--- src/rtl/store_aligner.sv ---
// Store aligner: turns a MEM-stage store into word-aligned, byte-strobed write beats.
// Optional macro SPLIT_MISALIGNED_EN enables splitting cross-word stores into two beats.
module store_aligner (
  input  logic        clk_i,
  input  logic        rst_i,
  input  logic        Req_valid_i,
  output logic        Req_ready_o,
  input  logic [31:0] Addr_i,
  input  logic [31:0] Data_i,
  input  logic [1:0]  Size_i,
  output logic        Mem_valid_o,
  input  logic        Mem_ready_i,
  output logic [31:0] Mem_addr_o,
  output logic [31:0] Mem_data_o,
  output logic [3:0]  Mem_strb_o,
  output logic        Busy_o,
  output logic        Store_err_o
);

  localparam logic [1:0] SZ_BYTE = 2'b00;
  localparam logic [1:0] SZ_HALF = 2'b01;
  localparam logic [1:0] SZ_WORD = 2'b10;

`ifdef SPLIT_MISALIGNED_EN
  typedef enum logic [1:0] {IDLE, BEAT0, BEAT1} state_t;
`else
  typedef enum logic [1:0] {IDLE, BEAT0} state_t;
`endif

  function automatic logic [3:0] base_mask(input logic [1:0] size);
    case (size)
      SZ_BYTE: base_mask = 4'b0001;
      SZ_HALF: base_mask = 4'b0011;
      SZ_WORD: base_mask = 4'b1111;
      default: base_mask = 4'b0000;
    endcase
  endfunction

  function automatic logic [31:0] size_data(input logic [31:0] data, input logic [1:0] size);
    case (size)
      SZ_BYTE: size_data = {24'b0, data[7:0]};
      SZ_HALF: size_data = {16'b0, data[15:0]};
      SZ_WORD: size_data = data;
      default: size_data = 32'b0;
    endcase
  endfunction

  state_t      state_q, state_d;
  logic        mem_valid_q, mem_valid_d;
  logic [31:0] mem_addr_q, mem_addr_d;
  logic [31:0] mem_data_q, mem_data_d;
  logic [3:0]  mem_strb_q, mem_strb_d;
  logic        err_q, err_d;

  logic [1:0]  off;
  logic [7:0]  strb_sh;
  logic [31:0] beat0_data;
  logic        cross_word;
  logic        illegal_size;
  logic        accept;

  assign off          = Addr_i[1:0];
  assign strb_sh      = {4'b0000, base_mask(Size_i)} << off;
  assign cross_word   = (strb_sh[7:4] != 4'b0000);
  assign illegal_size = (Size_i == 2'b11);
  assign Req_ready_o  = (state_q == IDLE);
  assign accept       = Req_valid_i && Req_ready_o;

`ifdef SPLIT_MISALIGNED_EN
  logic [63:0] data_sh;
  logic [31:0] hi_data_q, hi_data_d;
  logic [3:0]  hi_strb_q, hi_strb_d;

  assign data_sh    = {32'b0, size_data(Data_i, Size_i)} << {off, 3'b000};
  assign beat0_data = data_sh[31:0];
`else
  assign beat0_data = size_data(Data_i, Size_i) << {off, 3'b000};
`endif

  always_comb begin
    state_d     = state_q;
    mem_valid_d = mem_valid_q;
    mem_addr_d  = mem_addr_q;
    mem_data_d  = mem_data_q;
    mem_strb_d  = mem_strb_q;
    err_d       = 1'b0;
`ifdef SPLIT_MISALIGNED_EN
    hi_data_d   = hi_data_q;
    hi_strb_d   = hi_strb_q;
`endif
    case (state_q)
      IDLE: begin
        if (accept) begin
`ifdef SPLIT_MISALIGNED_EN
          if (illegal_size) begin
`else
          // Without splitting, a store that spills into the next word cannot be issued.
          if (illegal_size || cross_word) begin
`endif
            err_d = 1'b1;
          end else begin
            state_d     = BEAT0;
            mem_valid_d = 1'b1;
            mem_addr_d  = {Addr_i[31:2], 2'b00};
            mem_strb_d  = strb_sh[3:0];
            mem_data_d  = beat0_data;
`ifdef SPLIT_MISALIGNED_EN
            hi_strb_d   = strb_sh[7:4];
            hi_data_d   = data_sh[63:32];
`endif
          end
        end
      end
      BEAT0: begin
        if (Mem_ready_i) begin
`ifdef SPLIT_MISALIGNED_EN
          if (hi_strb_q != 4'b0000) begin
            // Address wraps naturally at the top of the 32-bit space.
            state_d    = BEAT1;
            mem_addr_d = mem_addr_q + 32'd4;
            mem_strb_d = hi_strb_q;
            mem_data_d = hi_data_q;
          end else begin
            state_d     = IDLE;
            mem_valid_d = 1'b0;
            mem_strb_d  = 4'b0000;
            mem_data_d  = 32'b0;
          end
`else
          state_d     = IDLE;
          mem_valid_d = 1'b0;
          mem_strb_d  = 4'b0000;
          mem_data_d  = 32'b0;
`endif
        end
      end
`ifdef SPLIT_MISALIGNED_EN
      BEAT1: begin
        if (Mem_ready_i) begin
          state_d     = IDLE;
          mem_valid_d = 1'b0;
          mem_strb_d  = 4'b0000;
          mem_data_d  = 32'b0;
        end
      end
`endif
      default: begin
        state_d     = IDLE;
        mem_valid_d = 1'b0;
        mem_strb_d  = 4'b0000;
        mem_data_d  = 32'b0;
      end
    endcase
  end

  always_ff @(posedge clk_i or posedge rst_i) begin
    if (rst_i) begin
      state_q     <= IDLE;
      mem_valid_q <= 1'b0;
      mem_addr_q  <= 32'b0;
      mem_data_q  <= 32'b0;
      mem_strb_q  <= 4'b0000;
      err_q       <= 1'b0;
`ifdef SPLIT_MISALIGNED_EN
      hi_strb_q   <= 4'b0000;
`endif
    end else begin
      state_q     <= state_d;
      mem_valid_q <= mem_valid_d;
      mem_addr_q  <= mem_addr_d;
      mem_data_q  <= mem_data_d;
      mem_strb_q  <= mem_strb_d;
      err_q       <= err_d;
`ifdef SPLIT_MISALIGNED_EN
      hi_strb_q   <= hi_strb_d;
`endif
    end
  end

`ifdef SPLIT_MISALIGNED_EN
  // Second-beat data is only consumed after its strobe is captured, so it needs no reset.
  always_ff @(posedge clk_i) begin
    hi_data_q <= hi_data_d;
  end
`endif

  assign Mem_valid_o = mem_valid_q;
  assign Mem_addr_o  = mem_addr_q;
  assign Mem_data_o  = mem_data_q;
  assign Mem_strb_o  = mem_strb_q;
  assign Busy_o      = (state_q != IDLE);
  assign Store_err_o = err_q;

endmodule

--- config.mk ---
export PLATFORM = sky130hd
export DESIGN_NAME = store_aligner
export DESIGN_NICKNAME = d
export VERILOG_FILES = /design/src/rtl/store_aligner.sv
export SDC_FILE = /design/constraint.sdc
export NUM_CORES = 1
export LEC_CHECK = 0
export ABC_AREA = 1
export BUFFER_PORTS_ARGS = -buffer_cell sky130_fd_sc_hd__buf_4
export CAP_MARGIN = 30
export CORE_MARGIN = 5
export CORE_UTILIZATION = 44
export CTS_CLUSTER_SIZE = 8
export DETAILED_ROUTE_END_ITERATION = 7
export PLACE_DENSITY = 0.77
export SLEW_MARGIN = 20
export SYNTH_ARGS = -nofsm -noshare
export SYNTH_HDL_FRONTEND = slang
export SYNTH_SLANG_ARGS = --single-unit
--- constraint.sdc ---
create_clock -name clk_i -period 2.1 [get_ports clk_i]
set_input_delay 0.42 -clock clk_i [delete_from_list [all_inputs] [get_ports clk_i]]
set_output_delay 0.42 -clock clk_i [all_outputs]
set_load 0.01 [all_outputs]
# After elaboration in Yosys (flattened, before gate mapping)
# Index checks and enable logic that the tools add are counted.
[word_totals]
out_inout_bits = 72
input_bits = 70
ff_bits = 70
[classes]
n_bitwise = 1
n_mux = 21
shifts = 2
reduce_logical = 8
n_eq_ne = 7
[ops]
columns = ["op", "count"]
rows = [
  ["$mux 32", 3],
  ["$pmux 32 s3", 1],
  ["$pmux 32 s2", 1],
  ["$shl 32x5->32", 1],
  ["$mux 4", 3],
  ["$pmux 4 s3", 1],
  ["$pmux 4 s2", 1],
  ["$shl 4x2->8", 1],
  ["$mux 1", 6],
  ["$mux 2", 3],
  ["$reduce_and 3->1", 2],
  ["$eq 2x1->1 const B", 2],
  ["$eq 2x2->1 const B", 2],
  ["$logic_not 2->1", 2],
  ["$ne 2x2->1 const B", 2],
  ["$pmux 2 s2", 1],
  ["$reduce_bool 4->1", 1],
  ["$ne 2x1->1 const B", 1],
  ["$pmux 1 s2", 1],
  ["$reduce_bool 2->1", 1],
  ["$logic_and 1x1->1", 1],
  ["$logic_or 1x1->1", 1],
  ["$not 1->1", 1],
]

# Longest topological paths before layout
# Gate-level depths: netlist of run 1.
[logic_depth]
depth_word = 8
ltp_mapped = 12
depth_no_buf = 10

# Worst setup path after synthesis of run 1
# Ideal clock, no wire load.
[synth_path]
path_type = "input-to-reg"
startpoint = "input Size_i[0]"
endpoint = "register mem_data_q[0] (netlist: Mem_data_o[0])"
stages = 12
n_path_buf = 2
path_slack_ns = 0.410
t_required_ns = 1.983
t_arrival_ns = 1.573
cell_sequence = "inv_1 ha_1 inv_1 nand2_1 nand3_2 nand3_4 nand2_4 inv_2 buf_6 buf_6 nand2_1 nand2_1"
[synth_between]
elab_chain_cells = 7
[synth_rtl]
columns = ["item", "line", "rtl"]
rows = [
  ["start: declaration", "10", "input logic [1:0] Size_i,"],
  ["parallel branches: the longest is 7 deep, another holds $pmux 32 s3", "n/a", ""],
  ["end signal: assignment", "171", "mem_data_q <= mem_data_d;"],
  ["end: declaration", "51", "logic [31:0] mem_data_q, mem_data_d;"],
]
# Parallel ways; which one is timed is not known. The select of a mux whose other input is x is not followed.
# A chain may end at the register's enable or synchronous reset.

# Final worst setup path of run 1
[layout_path]
startpoint = "input Size_i[0]"
endpoint = "register mem_data_q[20] (netlist: Mem_data_o[20])"
# Same word-level chain as after synthesis.

==> run_results.csv, run 1 <==
group,metric,value,unit
synth,synthCells,484,
clock_tree,cts-resized-gates,0,
clock_tree,numCtsBuffers,9,
floorplan,die_y,99.95,um
floorplan,start_util,45.59,%
critical_path,crit_family,"simple AND/OR/NAND/NOR gates",
cells_and_area,layout.nets,703,
clock_tree,cts_max_path_buffers,2,
sta,rsz0062_at_grt,"false",
route,routedWlPerCell,14.56,um
sta,setup_viol,0,
cells_and_area,final_common_cell,"nand2_1",
clock_tree,cts_tree,"yes",
cells_and_area,drive_above_1_share,29.59,%
global_route,overflow,0,
place,place_inst,718,
floorplan,io_pins,142,
synth,synth_seq_cells,68,
floorplan,die_w,99.95,um
floorplan,die_area,9989,um^2
cells_and_area,regArea,1702,um^2
route,viasPerCell,4.854,
global_route,antenna_found_initial,0,
sta,hold_viol,0,
global_route,grt_start_max_net_pins,57,
critical_path,worstReg2RegEnd,"Mem_data_o[27]",
synth,syn-cell-area,3560,um^2
sta,maxSlewHeadroom,63.07,%
sta,max_clock_freq,0.5830,GHz
critical_path,path_common_cell,"nand2_1",
critical_path,reg2reg_setup_slack,460,ps
cells_and_area,area_growth,38.73,%
place,portBuffers,139,
synth,ys_seq_area_share,47.80,%
sta,fin_ws,384.9,ps
clock_tree,cts_hold_buf,0,
sta,slew_violations,0,
critical_path,reg2regPathDepth,5,
global_route,grtUsageTotal,21.48,%
route,vias,3563,
critical_path,reg2reg_from,"state_q[0]",
critical_path,crit_slowest_cell,"inv_2",
power,p_per_area,838.6,nW/um^2
critical_path,crit_buf_inv,4,
cells_and_area,n_fill_cell,720,
clock_tree,clkSinkCount,68,
critical_path,critPathCaptureType,"flip-flop",
cells_and_area,layout_common_cells,"nand2_1 (252), buf_4 (152), dfrtp_1 (68), nand3_1 (38), inv_1 (35)",
critical_path,critical_path_class,"primary input to flip-flop",
hold_path,hold_class,"primary input to async pin",
place,dp_hpwl,8205,um
critical_path,crit_chain,"buf_4, inv_1, ha_1, inv_1, nand2_1, nand3_2, nand3_4, nand2_4, inv_2, nand2_1, nand2_1",
critical_path,start_kind,"primary input",
critical_path,slowest_delay,360,ps
place,pre_cts_ws,18.68,ps
job,max-cap-violations,0,
route,drt_iter0_drc,169,
route,drcViolationCount,0,
route,drtAntennaViolNets,0,
route,dr.pass1.iters,4,
power,ir_worst_vdd,0.4900,mV
clock_tree,post_cts_buffers,0,
clock_tree,clock_latency,340,ps
sta,worst_pin_slew,553.4,ps
clock_tree,cts_root_buf,"clkbuf_8",
critical_path,cp_max_fo,29,
sta,fin_crit,1715,ps
synth,yosys_warnings,0,
critical_path,cp.required,2370,ps
status,outcome,"finished, final reports clean",
synth,ys_types,26,
global_route,grt_pass1_wl,17180,um
route,drt-total-wl,10690,um
sta,fin_setup_tns,0,ps
clock_tree,h-tree-depth,3,
sta,fin_crit_sh,81.67,%
place,place_congestion,0.8878,
global_route,first_global_vias,3492,
power,p_leak,2.932,nW
cells_and_area,stdcell_count,734,
synth,syn_avg_cell_area,7.355,um^2
cells_and_area,multiInputGateArea,1551,um^2
sta,holdWs,35.97,ps
critical_path,worstPathArrival,1990,ps
floorplan,rows,32,
clock_tree,clkTransAtPathRegs,80,ps
floorplan,core-area,7807,um^2
cells_and_area,antenna_cells,0,
sta,clock_skew,9.954,ps
## routing by layer
metal	vias to the layer above	GRT usage (%)	share of wire (%)	wire length, um
met5	-	0	0	0
met4	0	7.563	2.0	218
met3	18	3.614	6.2	664
met2	120	35.61	49	5258
met1	1653	28.44	43	4548
li1	1772	-	-	-
## cells by family (layout without fill, tap and decap cells)
family / count (synthesis) / after routing / synth area share [%]
other cells: 1 / 2 / 0.1053
buf+inv: 63 / 210 / 8.717
compound gates: 21 / 21 / 3.093
simple gates: 325 / 325 / 38.17
fa+ha+maj: 6 / 6 / 2.109
flops: 68 / 68 / 47.80
## through the flow
| stage | instance area (um^2) | power [mW] | utilization, % |
|---|---|---|---|
| final | 4938 | 4.141 | 63.25 |
| after global routing | 4938 | 4.364 | 63.25 |
| after CTS | 4938 | 4.178 | 63.25 |
| after detailed placement | 4716 | 2.951 | 60.40 |
| after global placement | 4716 | 2.922 | 60.40 |
| after floorplan | 3567 | 2.298 | - |
## registers in the layout, summed over array words and instances (netlist names)
register     count
Store_err_o      1
state_q          1
Mem_addr_o      30
Mem_data_o      32
Mem_strb_o       4
## how the worst max path moves through the flow
stage | from | end | slack, ps | cells past startpoint
4_1_cts | Size_i[0] | Mem_data_o[17] | 370 | 11
5_1_grt | Size_i[0] | Mem_data_o[20] | 200 | 11
3_5_place_dp | Size_i[0] | Mem_data_o[17] | 20 | 11
2_1_floorplan | Size_i[0] | Mem_data_o[0] | 410 | 12
3_3_place_gp | Size_i[0] | Mem_data_o[22] | 80 | 11
6_report | Size_i[0] | Mem_data_o[20] | 380 | 11
## synthesized netlist by cell type, drive strengths merged
| cell type | count | share of area (%) |
|---|---|---|
| a21oi | 9 | 1.3 |
| ha | 6 | 2.1 |
| buf | 21 | 4.3 |
| o21ai | 10 | 1.4 |
| nand4 | 9 | 1.6 |
| conb | 1 | 0.11 |
| a21boi | 2 | 0.42 |
| clkbuf | 2 | 0.21 |
| or2 | 2 | 0.35 |
| nand2 | 255 | 27 |
| nand3 | 40 | 6.1 |
| nor2 | 18 | 2.7 |
| clkinv | 1 | 0.11 |
| dfrtp | 68 | 48 |
| nor3 | 1 | 0.14 |
| inv | 39 | 4.1 |
## report_power, final
part / internal, mW / leakage, nW / switching (mW)
Combinational: 0.576 / 1.93 / 0.641
Sequential: 1.55 / 0.887 / 0.145
Clock: 0.675 / 0.110 / 0.552
## final cells by class
type	instances	share of cell area [%]
clock buffer	9	2.508
clock inverter	7	2.002
inverter	40	3.116
multi-input combinational	354	31.42
sequential	68	34.46
tap	102	2.584
timing repair buffer	154	23.92
(Power assumes the default switching activity.)
==> inputs of run 2 (changes only) <==
--- a/config.mk
+++ b/config.mk
@@ -9,10 +9,10 @@
 export BUFFER_PORTS_ARGS = -buffer_cell sky130_fd_sc_hd__buf_4
 export CAP_MARGIN = 30
 export CORE_MARGIN = 5
-export CORE_UTILIZATION = 44
+export CORE_UTILIZATION = 49
 export CTS_CLUSTER_SIZE = 8
 export DETAILED_ROUTE_END_ITERATION = 7
-export PLACE_DENSITY = 0.77
+export PLACE_DENSITY = 0.81
 export SLEW_MARGIN = 20
 export SYNTH_ARGS = -nofsm -noshare
 export SYNTH_HDL_FRONTEND = slang
==> constraint.sdc (replaced) <==
create_clock -name clk_i -period 1.6 [get_ports clk_i]
set_input_delay 0.32 -clock clk_i [delete_from_list [all_inputs] [get_ports clk_i]]
set_output_delay 0.32 -clock clk_i [all_outputs]
set_load 0.01 [all_outputs]
==> run 2 against run 1 <==
Cell count is 2.5% higher. Sequential cell count stayed put. Power is 29% higher. Sequential power is 31% higher. Critical endpoint is now Req_ready_o. Largest power group unchanged. Highest routed layer unchanged.
==> run_results.csv, run 2 (synthesis gave the netlist of run 1 again) <==
group,metric,value,unit
route,wl_met3,773,um
critical_path,crit_slowest_cell,"dfrtp_1",
critical_path,startpoint,"state_q[0]",
route,drt-total-wl,10860,um
global_route,first_global_vias,3806,
power,p_leak,3.039,nW
floorplan,core-area,7176,um^2
global_route,antenna_found_initial,0,
critical_path,reg2regPathDepth,5,
cells_and_area,area_growth,44.04,%
critical_path,reg2reg_setup_slack,170,ps
status,outcome,"finished, final reports clean",
job,max-cap-violations,0,
clock_tree,cts-resized-gates,0,
cells_and_area,antenna_cells,0,
place,dp_hpwl,8495,um
cells_and_area,layout_common_cells,"nand2_1 (252), buf_4 (168), dfrtp_1 (68), nand3_1 (38), inv_1 (35)",
cells_and_area,drive_above_1_share,31.70,%
route,drt-met1-wl,4457,um
cells_and_area,n_fill_cell,594,
sta,fin_crit,1459,ps
clock_tree,cts_max_path_buffers,2,
clock_tree,clock_latency,350,ps
route,dr.pass1.iters,4,
clock_tree,clkTransAtPathRegs,80,ps
floorplan,die_y,95.23,um
route,drt_iter0_drc,197,
critical_path,crit_chain,"inv_1, buf_4",
sta,holdWs,55.37,ps
clock_tree,clkSinkCount,68,
sta,slew_violations,0,
critical_path,slowest_delay,520,ps
floorplan,rows,31,
sta,clock_skew,6.276,ps
critical_path,worstReg2RegEnd,"Mem_data_o[27]",
floorplan,io_pins,142,
critical_path,cp_max_fo,7,
clock_tree,h-tree-depth,3,
floorplan,die_area,9069,um^2
cells_and_area,final_common_cell,"nand2_1",
global_route,overflow,0,
global_route,grt_pass1_wl,17650,um
sta,fin_ws,140.9,ps
route,drcViolationCount,0,
power,ir_worst_vdd,0.4706,mV
sta,setup_viol,0,
critical_path,cp.required,1280,ps
critical_path,reg2reg_from,"state_q[0]",
global_route,grt_start_max_net_pins,69,
critical_path,start_kind,"flip-flop",
place,place_congestion,0.8998,
floorplan,die_w,95.23,um
clock_tree,cts_tree,"yes",
clock_tree,cts_hold_buf,0,
clock_tree,post_cts_buffers,0,
clock_tree,cts_root_buf,"clkbuf_8",
hold_path,hold_class,"primary input to async pin",
global_route,grtUsageTotal,25.05,%
critical_path,critPathCaptureType,"primary output",
route,vias,3711,
cells_and_area,final_cell_area,5127,um^2
route,drtAntennaViolNets,0,
sta,hold_viol,0,
route,routedWlPerCell,14.45,um
power,p_per_area,1045,nW/um^2
critical_path,worstPathArrival,1140,ps
cells_and_area,layout.nets,724,
place,pre_cts_ws,-258.1,ps
route,top_layer_used,"met4",
route,wl_met2,5431,um
floorplan,start_util,49.61,%
route,viasPerCell,4.935,
place,placed_area,4932,um^2
sta,rsz0062_at_grt,"false",
cells_and_area,largest_reg_flops,32,
critical_path,critical_path_class,"flip-flop to primary output",
sta,max_clock_freq,0.6854,GHz
clock_tree,numCtsBuffers,9,
sta,fin_crit_sh,91.19,%
place,portBuffers,139,
[run 2: changes by cell type in the layout (fill, tap and decap cells not counted)]
cell and delta:
buf_12 +5, buf_4 +16, bufinv_16 -1, clkbuf_1 +1, clkinv_2 +1, inv_2 -1
inv_4 +1, inv_6 -1
[run 2: cell type report]
| cell class | count | area (um^2) | share of cell area [%] |
|---|---|---|---|
| Clock inverter | 6 | 65.06 | 1.269 |
| Timing Repair Buffer | 175 | 1401 | 27.33 |
| Tap cell | 99 | 123.9 | 2.416 |
| Multi-Input combinational cell | 354 | 1551 | 30.26 |
| Sequential cell | 68 | 1702 | 33.19 |
| Inverter | 40 | 156.4 | 3.050 |
| Clock buffer | 10 | 127.6 | 2.489 |
[run 2: where the power goes]
group          internal [mW]  leakage [nW]  switching [mW]
logic                  0.830          2.06           0.873
clock network          0.720        0.0962           0.701
registers               2.04         0.887           0.196
total                   3.59          3.04            1.77
[run 2: worst max path at each step]
| stage | to | slack (ps) | cells past startpoint |
|---|---|---|---|
| 2_1_floorplan | Mem_data_o[0] | 10 | 12 |
| 3_3_place_gp | Mem_data_o[17] | -170 | 11 |
| 3_5_place_dp | Mem_data_o[7] | -260 | 11 |
| 4_1_cts | Mem_data_o[22] | 70 | 11 |
| 5_1_grt | Mem_data_o[30] | 40 | 10 |
| 6_report | Req_ready_o | 140 | 2 |
[run 2: layer usage]
metal | vias up | track usage [%]
met2 | 118 | 43.38
li1 | 1813 | -
met1 | 1760 | 30.55
met5 | - | 0
met3 | 20 | 4.262
met4 | 0 | 10.94
[run 2: per-stage QoR]
stage | utilization [%] | setup TNS (ps) | instances | total power, mW
2_1_floorplan | - | 0 | 485 | 3.016
3_3_place_gp | 68.74 | -5217 | 736 | 3.908
3_5_place_dp | 68.74 | -10240 | 736 | 3.972
4_1_cts | 71.42 | 0 | 752 | 5.374
5_1_grt | 71.46 | 0 | 752 | 5.645
6_report | 71.46 | 0 | 752 | 5.357
[run 2: critical path, delay by kind of cell, from the launching register on]
family	cells	cell delay (ps)
DFF	1	520
buffers and inverters	2	270
==> inputs of run 3 (changes only) <==
==> constraint.sdc (replaced) <==
create_clock -name clk_i -period 1.6 [get_ports clk_i]
set_input_delay 0.16 -clock clk_i [delete_from_list [all_inputs] [get_ports clk_i]]
set_output_delay 0.16 -clock clk_i [all_outputs]
set_load 0.01 [all_outputs]
==> run 3 against run 2 <==
Clock power is 9.9% lower. Clock skew shrank 1.4 ps. Sequential cell count unchanged. Die area did not move. Combinational power about the same. Via count fell by 0.73%. Power shrank 3.3%. Wire length is 1.3% lower. Largest power group unchanged.
==> run_results.csv, run 3 (synthesis gave the netlist of run 1 again) <==
group,metric,value,unit
status,outcome,"finished, final reports clean",
route,viasPerCell,4.952,
global_route,grt_busiest_layer,"met2",
place,dp_hpwl,8176,um
global_route,use_met3,5.683,%
job,max-cap-violations,0,
cells_and_area,area_growth,41.86,%
route,drt_iter0_drc,204,
sta,rsz0062_at_grt,"false",
clock_tree,cts_tree,"yes",
global_route,overflow,0,
clock_tree,clkSinkCount,68,
route,vias,3684,
sta,hold_viol,0,
power,p_per_area,1026,nW/um^2
route,drcViolationCount,0,
floorplan,die_area,9069,um^2
hold_path,hold_class,"primary input to flip-flop",
power,power,5.180,mW
sta,clock_skew,4.846,ps
global_route,grtUsageTotal,24.27,%
global_route,antenna_found_initial,0,
critical_path,start_kind,"flip-flop",
critical_path,path_common_cell,"nand2_1",
clock_tree,clock_latency,340,ps
cells_and_area,layout_common_cells,"nand2_1 (252), buf_4 (157), dfrtp_1 (68), nand3_1 (38), inv_1 (35)",
global_route,first_global_vias,3600,
route,drt-total-wl,10720,um
floorplan,rows,31,
critical_path,critical_path_class,"flip-flop to flip-flop",
critical_path,crit_slowest_cell,"dfrtp_1",
clock_tree,cts_max_path_buffers,2,
floorplan,core-area,7176,um^2
place,placed_area,4815,um^2
critical_path,cp.required,1880,ps
critical_path,cp_max_fo,29,
place,place_congestion,0.8949,
cells_and_area,drive_above_1_share,30.54,%
critical_path,worstPathArrival,1700,ps
critical_path,slowest_delay,490,ps
floorplan,die_y,95.23,um
power,ir_worst_vdd,0.4346,mV
route,drtAntennaViolNets,0,
clock_tree,cts_root_buf,"clkbuf_8",
route,dr.pass1.iters,4,
global_route,grt_pass1_wl,17060,um
cells_and_area,antenna_cells,0,
critical_path,critPathCaptureType,"flip-flop",
floorplan,start_util,49.61,%
floorplan,io_pins,142,
sta,max_clock_freq,0.7042,GHz
critical_path,crit_buf_inv,1,
global_route,gr-usage-met1,30.01,%
clock_tree,clkTransAtPathRegs,80,ps
clock_tree,numCtsBuffers,9,
sta,fin_crit_sh,88.75,%
critical_path,crit_family,"simple AND/OR/NAND/NOR gates",
sta,fin_crit,1420,ps
sta,holdWs,13.16,ps
global_route,gr-usage-met2,41.69,%
sta,slew_violations,0,
cells_and_area,final_cell_area,5050,um^2
cells_and_area,largest_reg_flops,32,
floorplan,die_w,95.23,um
sta,setup_viol,0,
clock_tree,h-tree-depth,3,
place,pre_cts_ws,-131.4,ps
global_route,grt_start_max_net_pins,69,
sta,fin_ws,179.9,ps
place,portBuffers,139,
cells_and_area,n_fill_cell,599,
sta,fin_setup_tns,0,ps
cells_and_area,layout.nets,716,
route,routedWlPerCell,14.41,um
critical_path,crit_chain,"nor2_4, nand3_4, nand2_4, inv_2, nand2_1, nand2_1",
power,p_leak,2.991,nW
cells_and_area,final_common_cell,"nand2_1",
## run 3: worst paths after layout
check	from	endpoint	slack (ps)	cells after the start
max	state_q[0]	Mem_data_o[18]	180	6
min	Addr_i[18]	Mem_addr_o[18]	10	3
max reg2reg	state_q[0]	Mem_data_o[18]	180	6
min reg2reg	Mem_data_o[4]	Mem_data_o[4]	480	2
max in group asynchronous	rst_i	Mem_data_o[21]	830	4
min in group asynchronous	rst_i	Mem_data_o[10]	490	4
## run 3: timing repair
item	in CTS	in global routing
setup endpoints to repair	0	29
setup buffers	0	2
hold endpoints to repair	71	0
gates resized for setup	0	1
hold buffers	4	0
## run 3: worst register-to-register path: stages, from the launching register on
cell     delay [ps]
dfrtp_1         490
nor2_4           90
nand3_4         160
nand2_4          60
inv_2           350
nand2_1         130
nand2_1          90
## run 3: final cells by class
type / count / area [um^2] / area share (%)
clock buffer: 10 / 137.6 / 2.725
clock inverter: 6 / 40.04 / 0.7929
inverter: 40 / 153.9 / 3.048
multi-input combinational: 354 / 1554 / 30.77
sequential: 68 / 1702 / 33.70
tap: 99 / 123.9 / 2.453
timing repair buffer: 167 / 1339 / 26.51
## run 3: layer usage
layer / share of wire, % / vias up
met1: 41 / 1710
met3: 7.7 / 23
li1: - / 1801
met5: 0 / -
met2: 49 / 150
met4: 2.3 / 0
## run 3: report_power, final
group,internal [mW],switching [mW]
clock network,0.601,0.680
registers,2.04,0.189
logic,0.807,0.865
total,3.45,1.73
## run 3: through the flow
step,instances,utilization [%]
2_1_floorplan,485,-
3_3_place_gp,722,67.10
3_5_place_dp,722,67.10
4_1_cts,742,70.13
5_1_grt,744,70.37
6_report,744,70.37
